--- src/rtl/cg_text_renderer_pkg.sv ---
// Shared definitions for the character-generator text renderer:
// FSM state encoding, glyph geometry, default sizing and the glyph
// strip address helper.
package cg_text_pkg;

    typedef enum logic [1:0] {
        ST_IDLE        = 2'd0,
        ST_FETCH_CODE  = 2'd1,
        ST_FETCH_STRIP = 2'd2,
        ST_SHIFT       = 2'd3
    } state_t;

    localparam int GLYPH_ROWS      = 16;
    localparam int GLYPH_W         = 8;
    localparam int COLS_DEFAULT    = 80;
    localparam int N_CHARS_DEFAULT = 41;

    // Strip address = code*16 + glyph row; codes outside the ROM map to the blank glyph 0.
    function automatic logic [9:0] glyph_addr(input logic [7:0] code,
                                              input logic [3:0] grow,
                                              input int         n_chars);
        logic [7:0] eff;
        eff = (int'(code) >= n_chars) ? 8'd0 : code;
        return ({2'b00, eff} << 4) | {6'd0, grow};
    endfunction

endpackage

--- src/rtl/cg_text_renderer_if.sv ---
// Line-control, memory-fetch and pixel signals of the text renderer.
// Optional cursor signals exist only when CGTXT_CURSOR_EN is defined.
interface cg_text_renderer_if #(
    parameter int TXT_AW = 12
);
    logic              i_line_start;
    logic [8:0]        i_row;
    logic [TXT_AW-1:0] o_txt_addr;
    logic [7:0]        i_txt_code;
    logic [9:0]        o_cgrom_addr;
    logic [7:0]        i_char_strip;
    logic              o_pixel;
    logic              o_pixel_valid;
    logic              o_busy;
`ifdef CGTXT_CURSOR_EN
    logic              i_frame_start;
    logic [TXT_AW-1:0] i_cursor_addr;
`endif

    // Renderer side: issues addresses, consumes codes/strips, produces pixels.
    modport master (
        input  i_line_start, i_row, i_txt_code, i_char_strip,
`ifdef CGTXT_CURSOR_EN
        input  i_frame_start, i_cursor_addr,
`endif
        output o_txt_addr, o_cgrom_addr, o_pixel, o_pixel_valid, o_busy
    );

    // Video timing / memory side.
    modport slave (
        output i_line_start, i_row, i_txt_code, i_char_strip,
`ifdef CGTXT_CURSOR_EN
        output i_frame_start, i_cursor_addr,
`endif
        input  o_txt_addr, o_cgrom_addr, o_pixel, o_pixel_valid, o_busy
    );
endinterface

--- src/rtl/cg_text_renderer_shifter.sv ---
// 8-bit strip load/shift register with its 0..7 bit counter.
// MSB is presented first; a load restarts the bit counter.
module cg_pixel_shifter
    import cg_text_pkg::*;
(
    input  logic         clk,
    input  logic         rst_n,
    input  logic         load,
    input  logic         shift_en,
    input  logic [GLYPH_W-1:0] strip,
    output logic         msb,
    output logic [2:0]   bit_cnt
);
    logic [GLYPH_W-1:0] sr;

    // Load a new strip or shift one pixel out per cycle
    always_ff @(posedge clk or negedge rst_n) begin
        if (!rst_n) begin
            sr      <= '0;
            bit_cnt <= '0;
        end else if (load) begin
            sr      <= strip;
            bit_cnt <= '0;
        end else if (shift_en) begin
            sr      <= {sr[GLYPH_W-2:0], 1'b0};
            bit_cnt <= bit_cnt + 3'd1;
        end
    end

    assign msb = sr[GLYPH_W-1];

endmodule

--- src/rtl/cg_text_renderer.sv ---
// Character-generator text renderer: turns one text row of codes into a
// serial pixel stream for one active line, prefetching the next column
// during the last pixels of the current one so columns are gap-free.
// Optional macro CGTXT_CURSOR_EN adds a blinking underline cursor.
//
// state          | meaning
// ---------------+----------------------------------------------------
// ST_IDLE        | no line in progress, outputs quiet
// ST_FETCH_CODE  | text address for column 0 out, code arriving
// ST_FETCH_STRIP | glyph strip address for column 0 out, strip arriving
// ST_SHIFT       | shifting pixels, prefetching the next column
module cg_text_renderer
    import cg_text_pkg::*;
#(
    parameter int COLS    = COLS_DEFAULT,
    parameter int N_CHARS = N_CHARS_DEFAULT,
    parameter int TXT_AW  = 12
) (
    input  logic i_clk,
    input  logic i_rst_n,
    cg_text_renderer_if.master bus
);
    localparam int AW1 = TXT_AW + 1;
    localparam int CW  = $clog2(COLS + 1);

    state_t            state;
    logic [CW-1:0]     col;
    logic [AW1-1:0]    row_base;
    logic [AW1-1:0]    base_q;
    logic [AW1-1:0]    next_addr;
    logic [3:0]        grow_q;
    logic [TXT_AW-1:0] txt_addr_q;
    logic [9:0]        cgrom_addr_q;
    logic              valid_q;
    logic              busy_q;
    logic              last_col;
    logic              load;
    logic              shift_en;
    logic              sr_msb;
    logic [2:0]        bit_cnt;
    logic              pix_valid;
    logic              unused_addr_msb;

    assign row_base        = AW1'(bus.i_row[8:4]) * AW1'(COLS);
    assign next_addr       = base_q + AW1'(col) + AW1'(1);
    assign unused_addr_msb = next_addr[TXT_AW];
    assign last_col        = (col == CW'(COLS - 1));

    // A restart pulse wins over any load that would otherwise happen in the same cycle.
    assign load     = !bus.i_line_start &&
                      ((state == ST_FETCH_STRIP) ||
                       (state == ST_SHIFT && bit_cnt == 3'd7 && !last_col));
    assign shift_en = !bus.i_line_start && (state == ST_SHIFT);

    // Line sequencer: fetch code, fetch strip, then shift with next-column prefetch
    always_ff @(posedge i_clk or negedge i_rst_n) begin
        if (!i_rst_n) begin
            state        <= ST_IDLE;
            col          <= '0;
            base_q       <= '0;
            grow_q       <= '0;
            txt_addr_q   <= '0;
            cgrom_addr_q <= '0;
            valid_q      <= 1'b0;
            busy_q       <= 1'b0;
        end else if (bus.i_line_start) begin
            state      <= ST_FETCH_CODE;
            base_q     <= row_base;
            grow_q     <= bus.i_row[3:0];
            col        <= '0;
            txt_addr_q <= row_base[TXT_AW-1:0];
            valid_q    <= 1'b0;
            busy_q     <= 1'b1;
        end else begin
            case (state)
                ST_FETCH_CODE: begin
                    cgrom_addr_q <= glyph_addr(bus.i_txt_code, grow_q, N_CHARS);
                    state        <= ST_FETCH_STRIP;
                end
                ST_FETCH_STRIP: begin
                    state   <= ST_SHIFT;
                    valid_q <= 1'b1;
                end
                ST_SHIFT: begin
                    if (!last_col) begin
                        if (bit_cnt == 3'd5)
                            txt_addr_q <= next_addr[TXT_AW-1:0];
                        if (bit_cnt == 3'd6)
                            cgrom_addr_q <= glyph_addr(bus.i_txt_code, grow_q, N_CHARS);
                        if (bit_cnt == 3'd7)
                            col <= col + CW'(1);
                    end else if (bit_cnt == 3'd7) begin
                        state   <= ST_IDLE;
                        valid_q <= 1'b0;
                        busy_q  <= 1'b0;
                    end
                end
                default: ;
            endcase
        end
    end

    cg_pixel_shifter u_shifter (
        .clk      (i_clk),
        .rst_n    (i_rst_n),
        .load     (load),
        .shift_en (shift_en),
        .strip    (bus.i_char_strip),
        .msb      (sr_msb),
        .bit_cnt  (bit_cnt)
    );

    // An abort pulse blanks the pixel of the line being dropped immediately.
    assign pix_valid         = valid_q & ~bus.i_line_start;
    assign bus.o_pixel_valid = pix_valid;
    assign bus.o_busy        = busy_q;
    assign bus.o_txt_addr    = txt_addr_q;
    assign bus.o_cgrom_addr  = cgrom_addr_q;

`ifdef CGTXT_CURSOR_EN
    logic [4:0]        frame_cnt;
    logic [TXT_AW-1:0] cell_q;
    logic              cursor_hit;

    // Blink timer and text address of the cell currently being shifted
    always_ff @(posedge i_clk or negedge i_rst_n) begin
        if (!i_rst_n) begin
            frame_cnt <= '0;
            cell_q    <= '0;
        end else begin
            if (bus.i_frame_start)
                frame_cnt <= frame_cnt + 5'd1;
            if (load)
                cell_q <= (state == ST_FETCH_STRIP) ? base_q[TXT_AW-1:0]
                                                    : next_addr[TXT_AW-1:0];
        end
    end

    assign cursor_hit  = frame_cnt[4] && (grow_q[3:1] == 3'b111) &&
                         (cell_q == bus.i_cursor_addr);
    assign bus.o_pixel = pix_valid & (sr_msb ^ cursor_hit);
`else
    assign bus.o_pixel = pix_valid & sr_msb;
`endif

endmodule

--- src/flat_wrapper.sv ---
// flat-port wrapper written by rule: the top's interface ports become plain ports
module cg_text_renderer_flat import cg_text_pkg::*;
#(
    parameter int COLS    = COLS_DEFAULT,
    parameter int N_CHARS = N_CHARS_DEFAULT,
    parameter int TXT_AW  = 12
)
  (i_clk, i_rst_n, bus_i_line_start, bus_i_row, bus_i_txt_code, bus_i_char_strip, bus_o_txt_addr, bus_o_cgrom_addr, bus_o_pixel, bus_o_pixel_valid, bus_o_busy);
  cg_text_renderer_if #(.TXT_AW(TXT_AW)) bus_i ();
  input  logic i_clk;
  input  logic i_rst_n;
  input wire logic [$bits(bus_i.i_line_start)-1:0] bus_i_line_start;
  input wire logic [$bits(bus_i.i_row)-1:0] bus_i_row;
  input wire logic [$bits(bus_i.i_txt_code)-1:0] bus_i_txt_code;
  input wire logic [$bits(bus_i.i_char_strip)-1:0] bus_i_char_strip;
  output wire logic [$bits(bus_i.o_txt_addr)-1:0] bus_o_txt_addr;
  output wire logic [$bits(bus_i.o_cgrom_addr)-1:0] bus_o_cgrom_addr;
  output wire logic [$bits(bus_i.o_pixel)-1:0] bus_o_pixel;
  output wire logic [$bits(bus_i.o_pixel_valid)-1:0] bus_o_pixel_valid;
  output wire logic [$bits(bus_i.o_busy)-1:0] bus_o_busy;
  assign bus_i.i_line_start = bus_i_line_start;
  assign bus_i.i_row = bus_i_row;
  assign bus_i.i_txt_code = bus_i_txt_code;
  assign bus_i.i_char_strip = bus_i_char_strip;
  assign bus_o_txt_addr = bus_i.o_txt_addr;
  assign bus_o_cgrom_addr = bus_i.o_cgrom_addr;
  assign bus_o_pixel = bus_i.o_pixel;
  assign bus_o_pixel_valid = bus_i.o_pixel_valid;
  assign bus_o_busy = bus_i.o_busy;
  cg_text_renderer #(.COLS(COLS), .N_CHARS(N_CHARS), .TXT_AW(TXT_AW)) u_core (.i_clk(i_clk), .i_rst_n(i_rst_n), .bus(bus_i));
endmodule
--- config.mk ---
export PLATFORM = sky130hd
export DESIGN_NAME = cg_text_renderer_flat
export DESIGN_NICKNAME = d
export VERILOG_FILES = /design/src/rtl/cg_text_renderer_pkg.sv /design/src/rtl/cg_text_renderer_if.sv /design/src/rtl/cg_text_renderer_shifter.sv /design/src/rtl/cg_text_renderer.sv /design/src/flat_wrapper.sv
export SDC_FILE = /design/constraint.sdc
export NUM_CORES = 1
export LEC_CHECK = 0
export CAP_MARGIN = 15
export CORE_UTILIZATION = 52
export DETAILED_ROUTE_END_ITERATION = 6
export HOLD_SLACK_MARGIN = 0.1
export PLACE_DENSITY = 0.76
export SLEW_MARGIN = 20
export SYNTH_ARGS = -nofsm -noshare
export SYNTH_HDL_FRONTEND = slang
export SYNTH_SLANG_ARGS = --single-unit
--- constraint.sdc ---
create_clock -name i_clk -period 2.49 [get_ports i_clk]
set_input_delay 0.498 -clock i_clk [delete_from_list [all_inputs] [get_ports i_clk]]
set_output_delay 0.498 -clock i_clk [all_outputs]
set_load 0.02 [all_outputs]
Word-level counts from Yosys, hierarchy flattened
Cells that the tools add are included.
- $add $sub $neg: 4
- multiply operators: 1
- reduce and logical (&&, ||, !) cells: 21
- bitwise operators: 4
- equality and inequality tests: 12
- $lt $le $gt $ge: 1
- mux-type cells: 26
- operators with widths (operator ; count):
    12-bit two-way mux ; 4
    7-bit two-way mux ; 4
    10-bit two-way mux ; 2
    10-bit one-hot mux with 2 select lines ; 1
    8-bit two-way mux ; 2
    3-bit AND reduction ; 5
    12-bit by 1-bit adder with 12-bit output, second input constant ; 1
    12-bit by 7-bit adder with 12-bit output ; 1
    2-bit nonzero test ; 6
    10-bit by 4-bit bitwise OR with 10-bit output ; 1
    3-bit == test, second input constant ; 3
    8-bit by 6-bit >= comparator with 1-bit output, second input constant ; 1
    5-bit by 3-bit multiplier with 8-bit output, second input constant ; 1
    7-bit by 1-bit adder with 7-bit output, second input constant ; 1
    7-bit == test, second input constant ; 1
    2-bit two-way mux ; 3
    3-bit two-way mux ; 2
    6-bit two-way mux ; 1
    2-bit inequality test, second input constant ; 3
    2-bit one-hot mux with 3 select lines ; 1
    1-bit two-way mux ; 5
    2-bit == test, second input constant ; 2
    1-bit logical AND ; 4
    4-bit AND reduction ; 1
    11 further kinds ; 13
- register bits after elaboration: 56
- input port bits: 28

Longest topological paths before layout
Gate-level depths: netlist of the first run.
- depth in word-level cells: 6
- mapped depth: 7

Hierarchy
A second synthesis of the first run with hierarchy kept.
- cell total of the unflattened synthesis: 285
- area, all modules: 2926.6 um^2
- modules (own cells, without submodules) (module ; cells an instance ; instances ; area each (um^2) ; seq. area each (um^2)):
    cg_text_renderer ; 239 ; 1 ; 2416.1 ; 1126.1
    cg_pixel_shifter ; 46 ; 1 ; 510.5 ; 275.3

Worst setup path before layout of the first run
OpenSTA, ideal clock, no wires.
- kind: input-to-reg
- start point: input port bus_i_row[5]
- end point: register u_core.txt_addr_q[9], in the netlist u_core.bus.o_txt_addr[9]
- stages on the path: 7
- buffers on the path: 0
- setup slack: 457 ps
- required time: 2359 ps
- data arrival time: 1902 ps
- cell sequence: ha_1 > ha_1 > fa_1 > xor2_1 > and2_1 > a31oi_1 > nand3_1
- cells in the longest elaborated chain, start to end: 2
- RTL lines (element ; line ; text):
    start, declared ; flat_wrapper.sv:13 ; input wire logic [$bits(bus_i.i_row)-1:0] bus_i_row;
    5-bit by 3-bit multiplier with 8-bit output ; cg_text_renderer.sv:44 ; assign row_base = AW1'(bus.i_row[8:4]) * AW1'(COLS);
    12-bit two-way mux ; cg_text_renderer.sv:66 ; end else if (bus.i_line_start) begin
    end signal, assigned ; cg_text_renderer.sv:71 ; txt_addr_q <= row_base[TXT_AW-1:0];
    end signal, assigned ; cg_text_renderer.sv:87 ; txt_addr_q <= next_addr[TXT_AW-1:0];
    end, declared ; cg_text_renderer.sv:32 ; logic [TXT_AW-1:0] txt_addr_q;
No other way between the ends.
A chain may end at the register's enable or synchronous reset.

Worst setup path in the final report of the first run
- start point: input port bus_i_line_start
- end point: output port bus_o_pixel
- cells in the longest elaborated chain, start to end: 3
- RTL lines (element ; line ; text):
    start, declared ; flat_wrapper.sv:12 ; input wire logic [$bits(bus_i.i_line_start)-1:0] bus_i_line_start;
    1-bit inverter (no source line) ; -- ;
    1-bit AND ; cg_text_renderer.sv:114 ; assign pix_valid = valid_q & ~bus.i_line_start;
    1-bit AND ; cg_text_renderer.sv:143 ; assign bus.o_pixel = pix_valid & sr_msb;
    end, declared ; flat_wrapper.sv:18 ; output wire logic [$bits(bus_i.o_pixel)-1:0] bus_o_pixel;
No other way between the ends.

==> results of run 1 <==
-- power groups by stage --
stage | clock, W | combinational, W | sequential, W
floorplan | 0 | 0.000313 | 0.00120
global placement | 0 | 0.000609 | 0.00116
detailed placement | 0 | 0.000628 | 0.00116
CTS | 0.000660 | 0.000631 | 0.00115
global route | 0.000699 | 0.000690 | 0.00117
finish | 0.000645 | 0.000626 | 0.00115
-- critical path: cells and delay by family --
family                 cells  cell delay, ns
buffers and inverters      2            1.06
AND/OR/NAND/NOR            2            0.31
-- Yosys cell counts, types with 2 or more instances --
cell	n
nand4_1	4
mux2i_1	4
o2111a_1	2
and4_1	2
a21oi_1	10
nand2_1	16
clkbuf_1	7
and2_1	2
o2bb2ai_1	2
nand3_1	16
and3_1	2
nor3_1	2
buf_2	5
o21ai_0	21
a31oi_1	7
nor2_1	25
dfrtp_1	56
ha_1	14
xor2_1	7
a211oi_1	5
a22o_1	5
a211o_1	2
o22ai_1	4
o211ai_1	8
xnor2_1	6
inv_1	11
a21o_1	3
mux2_2	10
nor2b_1	4
-- logic make-up after synthesis --
group	after synthesis	share of synthesized area
AOI/OAI and AO/OA	82	0.195
xor gates and xnor gates	13	0.0391
adders and majority gates	15	0.0670
buffers and inverters	24	0.0330
DFF	56	0.481
muxes	14	0.0524
and+or+nand+nor	79	0.133
-- registers in the layout (all words and copies together), names as in the netlist --
signal                    flops
u_core.col                    7
u_core.bus.o_busy             1
u_core.valid_q                1
u_core.u_shifter.sr           8
u_core.u_shifter.bit_cnt      3
u_core.grow_q                 4
u_core.bus.o_txt_addr        12
u_core.bus.o_cgrom_addr      10
u_core.base_q                 8
u_core.state                  2
-- area by class of cell --
class	count	area [sq um]
repair buffers	63	611
inverters	11	41.3
fillers	403	1550
multi-input cells	203	1420
clock buffers	7	96.3
clock inverters	1	30.0
flip-flops and latches	56	1400
well taps	70	87.6
-- metrics by stage --
stage	std cells	setup TNS, ns	util	setup slack (ns)
5_1_grt	411	0	0.704	0.0832
6_report	411	0	0.704	0.136
3_3_place_gp	403	-0.0390	0.679	-0.0390
3_5_place_dp	403	-0.213	0.679	-0.169
4_1_cts	411	0	0.704	0.119
2_1_floorplan	283	0	-	0.457
-- layer usage --
layer / up-vias / wire (um) / track usage
met5: - / 0 / 0
met4: 0 / 59 / 0.0635
met3: 7 / 244 / 0.0452
met2: 55 / 3150 / 0.373
met1: 1129 / 2970 / 0.323
li1: 1154 / - / -
-- final timing paths --
kind	slack, ns	endpoint	cells past startpoint	start
max in group asynchronous	1.75	u_core.col[4]	2	i_rst_n
max reg2reg	0.28	u_core.bus.o_txt_addr[8]	5	u_core.col[5]
min reg2reg	0.51	u_core.grow_q[3]	1	u_core.grow_q[3]
min in group i_clk	0.51	u_core.grow_q[3]	1	u_core.grow_q[3]
max	0.14	bus_o_pixel	4	bus_i_line_start
min	0.17	u_core.base_q[10]	1	i_rst_n
==> results.sh, run 1 <==
export IMPL_cp_required_ns=1.99
export IMPL_h_tree_depth=2
export IMPL_status="complete, no violations"
export IMPL_yosys_warnings=0
export IMPL_grt_overflow_total=0
export IMPL_p_sw_frac=0.294
export IMPL_critPathMaxStageDelay_ns=0.60
export IMPL_postCtsSetupRepairBufs=0
export IMPL_first_pass_iters=4
export IMPL_final_nets=383
export IMPL_die_area_sq_um=5910
export IMPL_setup_viol_count_final=0
export IMPL_cp_cell_sequence="clkdlybuf4s50_1 > nor2b_1 > and2_1 > clkdlybuf4s50_1"
export IMPL_synth_nets=326
export IMPL_drive_above_1_share=0.0997
export IMPL_clock_latency_ns=0.31
export IMPL_core_rowCount=26
export IMPL_cts_tree="yes"
export IMPL_switchingPower_w=0.000711
export IMPL_synth_top_area_share=0.481
export IMPL_clkSinkCount=56
export IMPL_hold_ws_ns=0.166
export IMPL_pwr_share_comb=0.259
export IMPL_finalHoldViolations=0
export IMPL_antenna_found_initial=0
export IMPL_wire_per_inst_um=15.6
export IMPL_synth_ff_type="dfrtp_1"
export IMPL_grt_pass1_wl_um=10900
export IMPL_synth_area_sq_um=2920
export IMPL_power_w=0.00242
export IMPL_synthArstFlopShare=1.00
export IMPL_root_buffer="clkbuf_8"
export IMPL_rsz0062_at_grt="false"
export IMPL_synth_cells=283
export IMPL_final_max_slew_violation_count=0
export IMPL_wl_um=6420
export IMPL_grt_max_degree=40
export IMPL_clockBufferDepth=2
export IMPL_synth_top_area_cell="dfrtp_1"
export IMPL_path_clk_slew_ns=0.09
export IMPL_synth_edf_count=0
export IMPL_layout_worst_path_cycle_share=0.945
export IMPL_cts_hold_buf=0
export IMPL_vias=2345
export IMPL_initial_core_util=0.557
export IMPL_slowest_stage="clkdlybuf4s50_1"
export IMPL_leakagePower_nw=1.58
export IMPL_via_per_inst=5.71
export IMPL_ys_seq_elements=56
export IMPL_boundaryPins=53
export IMPL_die_h_um=76.9
export IMPL_area_growth_pct=26.4
export IMPL_diodes=0
export IMPL_critPathMostFrequentCell="clkdlybuf4s50_1"
export IMPL_drt_iter0_drc=157
export IMPL_critPathMaxFanout=2
export IMPL_end_kind="output pin"
export IMPL_ctsResizeCount=0
export IMPL_final_common_cell="dfrtp_1"
export IMPL_setup_worst_path_start_class="primary input"
export IMPL_peakVddDrop_uv=378
export IMPL_internal_power_w=0.00171
export IMPL_io_buffers=52
export IMPL_final_area_sq_um=3680
export IMPL_power_density_nw_per_um2=657
export IMPL_hp_class="primary input to asynchronous set/reset pin"
export IMPL_drt_drc_violations_left=0
export IMPL_grt_pass1_vias=2251
export IMPL_antenna_left=0
export IMPL_synth_area_leaders="dfrtp_1 (48%), ha_1 (6.0%), mux2_2 (3.9%), o21ai_0 (3.6%), nor2_1 (3.2%)"
export IMPL_avgSynthCellArea_sq_um=10.3
export IMPL_p_clk_frac=0.267
export IMPL_ys_types=50
export IMPL_grt_use_total=0.233
export IMPL_drv_cap=0
export IMPL_place_area_sq_um=3560
export IMPL_yosysSeqAreaShare=0.481
export IMPL_finalClockSkew_ns=0.00338
export IMPL_layout_min_cycle_time_ns=2.35
export IMPL_die_w_um=76.9
export IMPL_fmax_ghz=0.425
export IMPL_slew_headroom=0.610
export IMPL_crit_arrival_ns=1.86
export IMPL_core_sq_um=5240
export IMPL_p_seq_frac=0.475
export IMPL_gp_congestion=0.802
export IMPL_worst_setup_path_type="primary input to output pin"
export IMPL_layout_common_cells="dfrtp_1 (56), clkdlybuf4s50_1 (51), nor2_1 (25), o21ai_0 (21)"
export IMPL_hpwlAfterDp_um=4630
export IMPL_tightestPinTransition_ns=0.583
export IMPL_numCtsBuffers=5
(Power assumes the default switching activity.)
==> run 2, diff against run 1 <==
- SETUP_SLACK_MARGIN: not set -> 0.4
- TNS_END_PERCENT: not set -> 100
==> run 2 against run 1 <==
Compared with the run above:
- combinational power up 2%
- sequential power about the same
- maximum frequency up 15%
- largest cell class unchanged
- cell count up 0.24%
- non-clock buffer count up 1
- hold slack better by 0.0012 ns
- first-iteration DRC count unchanged
- sequential share of layout area down 0.45 points
- via count up 2.0%
- clock-buffer cell count unchanged
- die area unchanged
==> results.sh, run 2 (same netlist as run 1, synthesis figures left out) <==
export IMPL_wl_um=6520
export IMPL_pwr_share_comb=0.262
export IMPL_setup_viol_count_final=0
export IMPL_grt_pass1_vias=2241
export IMPL_rsz0062_at_grt="false"
export IMPL_critPathMaxFanout=2
export IMPL_r2r_slack_ns=0.47
export IMPL_h_tree_depth=2
export IMPL_leakagePower_nw=1.60
export IMPL_final_nets=384
export IMPL_setup_worst_path_start_class="primary input"
export IMPL_grt_overflow_total=0
export IMPL_hpwlAfterDp_um=4630
export IMPL_boundaryPins=53
export IMPL_finalClockSkew_ns=0.00491
export IMPL_clkSinkCount=56
export IMPL_wire_per_inst_um=15.8
export IMPL_startpoint="bus_i_row[7]"
export IMPL_clockBufferDepth=2
export IMPL_layout_min_cycle_time_ns=2.04
export IMPL_multi_input_area_sq_um=1470
export IMPL_core_sq_um=5240
export IMPL_internal_power_w=0.00172
export IMPL_critPathMaxStageDelay_ns=0.40
export IMPL_status="complete, no violations"
export IMPL_regArea_sq_um=1400
export IMPL_layout_common_cells="dfrtp_1 (55), clkdlybuf4s50_1 (44), nor2_1 (25), o21ai_0 (20)"
export IMPL_final_common_cell="dfrtp_1"
export IMPL_drive_above_1_share=0.135
export IMPL_diodes=0
export IMPL_final_max_slew_violation_count=0
export IMPL_drv_cap=0
export IMPL_cts_hold_buf=0
export IMPL_cp_required_ns=2.68
export IMPL_gp_congestion=0.802
export IMPL_slowest_stage="fa_2"
export IMPL_peakVddDrop_uv=383
export IMPL_die_w_um=76.9
export IMPL_grt_max_degree=40
export IMPL_grt_pass1_wl_um=10900
export IMPL_path_depth=8
export IMPL_crit_arrival_ns=2.23
export IMPL_hp_class="primary input to asynchronous set/reset pin"
export IMPL_antenna_found_initial=0
export IMPL_cp_cell_sequence="dlygate4sd2_1 > ha_1 > ha_2 > fa_2 > xor2_2 > and2_1 > a31oi_1 > nand3_1"
export IMPL_timing_rr_start="u_core.col[1]"
export IMPL_layout_worst_path_cycle_share=0.820
export IMPL_place_inst=403
export IMPL_crit_buf_inv=1
export IMPL_first_pass_iters=4
export IMPL_cts_tree="yes"
export IMPL_io_buffers=52
export IMPL_die_area_sq_um=5910
export IMPL_drt_iter0_drc=157
export IMPL_finalHoldViolations=0
export IMPL_tns_ns=0
export IMPL_worst_setup_path_type="primary input to flip-flop"
export IMPL_numCtsBuffers=5
export IMPL_core_rowCount=26
export IMPL_r2r_end="u_core.bus.o_cgrom_addr[2]"
export IMPL_antenna_left=0
export IMPL_switchingPower_w=0.000719
export IMPL_tightestPinTransition_ns=0.578
export IMPL_end_kind="flip-flop"
export IMPL_drt_drc_violations_left=0
export IMPL_area_growth_pct=28.0
export IMPL_largest_reg_flops=12
export IMPL_p_seq_frac=0.473
export IMPL_die_h_um=76.9
export IMPL_p_sw_frac=0.295
export IMPL_p_clk_frac=0.265
export IMPL_via_per_inst=5.80
export IMPL_root_buffer="clkbuf_8"
export IMPL_fillers=390
export IMPL_vias=2391
export IMPL_critPathTopFamily="adder cells"
export IMPL_grt_use_total=0.233
export IMPL_rr_worst_depth=5
export IMPL_slew_headroom=0.614
export IMPL_path_clk_slew_ns=0.09
export IMPL_power_density_nw_per_um2=652
export IMPL_clock_latency_ns=0.31
export IMPL_finalNonFillerCells=412
export IMPL_fmax_ghz=0.490
export IMPL_initial_core_util=0.557
## run 2: how the worst max path moves through the flow
stage / end / slack, ns
2_1_floorplan: u_core.bus.o_txt_addr[9] / 0.46
3_3_place_gp: u_core.bus.o_txt_addr[9] / -0.04
3_5_place_dp: u_core.bus.o_txt_addr[9] / -0.17
4_1_cts: bus_o_pixel / 0.40
5_1_grt: u_core.bus.o_cgrom_addr[2] / 0.42
6_report: u_core.bus.o_txt_addr[9] / 0.45
## run 2: what timing repair did
item / 4_1_cts / 5_1_grt
gates resized for setup: 16 / 7
pin swaps: 4 / 0
buffers inserted: 1 / 0
endpoints found under the setup margin: 12 / 17
## run 2: layer usage
layer | up-vias | track usage | share of wire
li1 | 1153 | - | -
met1 | 1162 | 0.321 | 0.44
met4 | 0 | 0.0635 | 0.0090
met3 | 7 | 0.0429 | 0.051
met2 | 69 | 0.375 | 0.50
met5 | - | 0 | 0
## run 2: metrics by stage
stage | hold slack, ns | instance area, sq um | total power, W | utilization | setup slack, ns
after detailed placement | 0.493 | 3560 | 0.00179 | 0.679 | -0.169
after CTS | 0.182 | 3720 | 0.00245 | 0.710 | 0.403
after floorplan | 0.202 | 2920 | 0.00151 | - | 0.457
final | 0.167 | 3730 | 0.00243 | 0.713 | 0.448
after global placement | 0.482 | 3560 | 0.00176 | 0.679 | -0.0390
after global routing | 0.200 | 3730 | 0.00257 | 0.713 | 0.424
## run 2: cell type report
type,count,share of cell area
repair buffers,64,0.162
well taps,70,0.0235
flip-flops and latches,56,0.376
inverters,11,0.0111
multi-input cells,203,0.394
clock buffers,7,0.0258
clock inverters,1,0.00805
## run 2: power by group through the flow
stage                     sequential, W  clock, W  combinational, W
after global routing            0.00117  0.000699          0.000701
after global placement          0.00116         0          0.000609
after detailed placement        0.00116         0          0.000628
after floorplan                 0.00120         0          0.000313
final                           0.00115  0.000646          0.000637
after CTS                       0.00115  0.000660          0.000637
==> run 3, diff against run 2 <==
- CORE_UTILIZATION: 52 -> 47
- PLACE_DENSITY: 0.76 -> 0.73
- clock period: 2.49 -> 1.7 ns (I/O delays scaled with it)
==> run 3 against run 2 <==
Compared with the run above:
- the flow now finishes with violations (negative setup slack)
- register-to-register slack worse by 0.57 ns
- via count increased by 11%
- non-clock buffer count up 56
- cell area rose by 23%
- sequential share of layout area decreased by 7.0 points
- clock power grew 27%
- utilization grew 5.7 points
- cell count is 15% higher
- first-iteration DRC count rose by 9.6%
- worst setup slack worse by 0.55 ns
- power is 56% higher
- critical path type is now flip-flop to flip-flop
- highest routed layer unchanged
==> results.sh, run 3 (same netlist as run 1, synthesis figures left out) <==
export IMPL_largest_reg_flops=12
export IMPL_die_h_um=80.8
export IMPL_fmax_ghz=0.556
export IMPL_worst_setup_path_type="flip-flop to flip-flop"
export IMPL_clockBufferDepth=2
export IMPL_wire_per_inst_um=16.5
export IMPL_cp_cell_sequence="or3b_4 > o211a_4 > o21ai_4 > mux2_2"
export IMPL_cts_tree="yes"
export IMPL_gp_congestion=0.807
export IMPL_vias=2656
export IMPL_finalClockSkew_ns=0.0106
export IMPL_finalHoldViolations=0
export IMPL_core_sq_um=5960
export IMPL_grt_overflow_total=0
export IMPL_power_density_nw_per_um2=826
export IMPL_slowest_stage="dfrtp_1"
export IMPL_grt_pass1_vias=2586
export IMPL_r2r_slack_ns=-0.1
export IMPL_leakagePower_nw=2.00
export IMPL_io_buffers=52
export IMPL_final_max_slew_violation_count=0
export IMPL_critPathTopFamily="compound AO/OA/AOI/OAI gates"
export IMPL_initial_core_util=0.489
export IMPL_boundaryPins=53
export IMPL_status="finished, violations left"
export IMPL_critPathMaxStageDelay_ns=0.44
export IMPL_crit_arrival_ns=2.03
export IMPL_layout_common_cells="dfrtp_1 (56), buf_4 (40), buf_6 (26), buf_2 (25), nor2_1 (21)"
export IMPL_root_buffer="clkbuf_8"
export IMPL_diodes=0
export IMPL_path_clk_slew_ns=0.11
export IMPL_violations="negative setup slack"
export IMPL_area_growth_pct=57.3
export IMPL_die_w_um=80.8
export IMPL_rsz0062_at_grt="true"
export IMPL_final_common_cell="dfrtp_1"
export IMPL_antenna_found_initial=0
export IMPL_tightestPinTransition_ns=0.288
export IMPL_die_area_sq_um=6520
export IMPL_drt_iter0_drc=172
export IMPL_hp_class="primary input to flip-flop"
export IMPL_setup_viol_count_final=14
export IMPL_via_per_inst=5.60
export IMPL_first_pass_iters=4
export IMPL_hpwlAfterDp_um=4960
export IMPL_end_kind="flip-flop"
export IMPL_final_nets=441
export IMPL_critPathMaxFanout=6
export IMPL_layout_min_cycle_time_ns=1.80
export IMPL_place_inst=441
export IMPL_h_tree_depth=2
export IMPL_numCtsBuffers=5
export IMPL_finalNonFillerCells=474
export IMPL_setup_worst_path_start_class="flip-flop"
export IMPL_grt_pass1_wl_um=12100
export IMPL_grt_use_total=0.243
export IMPL_peakVddDrop_uv=550
export IMPL_antenna_left=0
export IMPL_crit_buf_inv=0
export IMPL_clkSinkCount=56
export IMPL_drv_cap=0
export IMPL_setup_ws_ns=-0.0981
export IMPL_slew_headroom=0.803
export IMPL_cp_required_ns=1.93
export IMPL_hold_ws_ns=0.261
export IMPL_wl_um=7820
export IMPL_clock_latency_ns=0.33
export IMPL_drt_drc_violations_left=0
export IMPL_grt_max_degree=57
export IMPL_core_rowCount=28
export IMPL_drive_above_1_share=0.456
export IMPL_layout_worst_path_cycle_share=1.06
export IMPL_place_worst_setup_slack_ns=-0.641
-- run 3: changes by cell type in the layout (fill, tap and decap cells not counted), moves of 6 or more --
| cell | before | now |
|---|---|---|
| o21ai_2 | 0 | 6 |
| nand3_2 | 0 | 7 |
| buf_2 | 1 | 25 |
| o21ai_0 | 20 | 8 |
| o21ai_1 | 1 | 7 |
| clkdlybuf4s50_1 | 44 | 20 |
| nand3_1 | 16 | 7 |
| buf_6 | 0 | 26 |
| ha_4 | 1 | 11 |
| ha_1 | 10 | 2 |
| buf_4 | 11 | 40 |
| a21oi_1 | 10 | 3 |
-- run 3: final cells by class --
| cell class | instances | area [sq um] |
|---|---|---|
| Clock inverter | 3 | 28.8 |
| Timing Repair Buffer | 120 | 1070 |
| Clock buffer | 5 | 68.8 |
| Fill cell | 397 | 1370 |
| Inverter | 11 | 45.0 |
| Multi-Input combinational cell | 204 | 1870 |
| Sequential cell | 56 | 1400 |
| Tap cell | 75 | 93.8 |
-- run 3: final timing paths --
kind / startpoint / end / cells after the start
min in group asynchronous: i_rst_n / u_core.base_q[10] / 3
max reg2reg: u_core.col[5] / u_core.bus.o_cgrom_addr[3] / 4
min: bus_i_row[5] / u_core.base_q[5] / 3
max in group asynchronous: i_rst_n / u_core.base_q[8] / 3
max: u_core.col[5] / u_core.bus.o_cgrom_addr[3] / 4
min reg2reg: u_core.bus.o_cgrom_addr[2] / u_core.bus.o_cgrom_addr[2] / 1
-- run 3: power breakdown --
group	leakage [nW]	switching, W	internal, W
Sequential	0.696	0.000162	0.00153
Clock	0.0511	0.000509	0.000313
Combinational	1.25	0.000618	0.000651
Total	2.00	0.00129	0.00250
-- run 3: through the flow --
step	util	cell area, sq um	power (W)	setup TNS [ns]
2_1_floorplan	-	3090	0.00228	-0.459
3_5_place_dp	0.669	3980	0.00277	-8.86
6_report	0.770	4580	0.00379	-1.01
3_3_place_gp	0.669	3980	0.00274	-8.68
4_1_cts	0.721	4290	0.00368	-0.746
5_1_grt	0.770	4580	0.00400	-2.93
-- run 3: layer usage --
| layer | vias to the layer above | share of wire | GRT usage |
|---|---|---|---|
| li1 | 1272 | - | - |
| met1 | 1312 | 0.45 | 0.319 |
| met2 | 61 | 0.51 | 0.410 |
| met3 | 11 | 0.029 | 0.0360 |
| met4 | 0 | 0.016 | 0.0857 |
| met5 | - | 0 | 0 |
-- run 3: timing repair --
item                                    in CTS  in global routing
cloned                                       0                  2
endpoints found under the setup margin      77                 49
resized for setup                          199                 32
setup buffers                                9                 13
endpoints found under the hold margin       56                  0
pin swaps                                   33                 24
hold buffers                                 1                  0
-- run 3: worst reg2reg max path: cells and delay by family, from the launching register on --
| family | cells | cell delay [ns] |
|---|---|---|
| AND/OR/NAND/NOR | 1 | 0.41 |
| multiplexers | 1 | 0.37 |
| AO/OA/AOI/OAI | 2 | 0.49 |
| flip-flops | 1 | 0.44 |
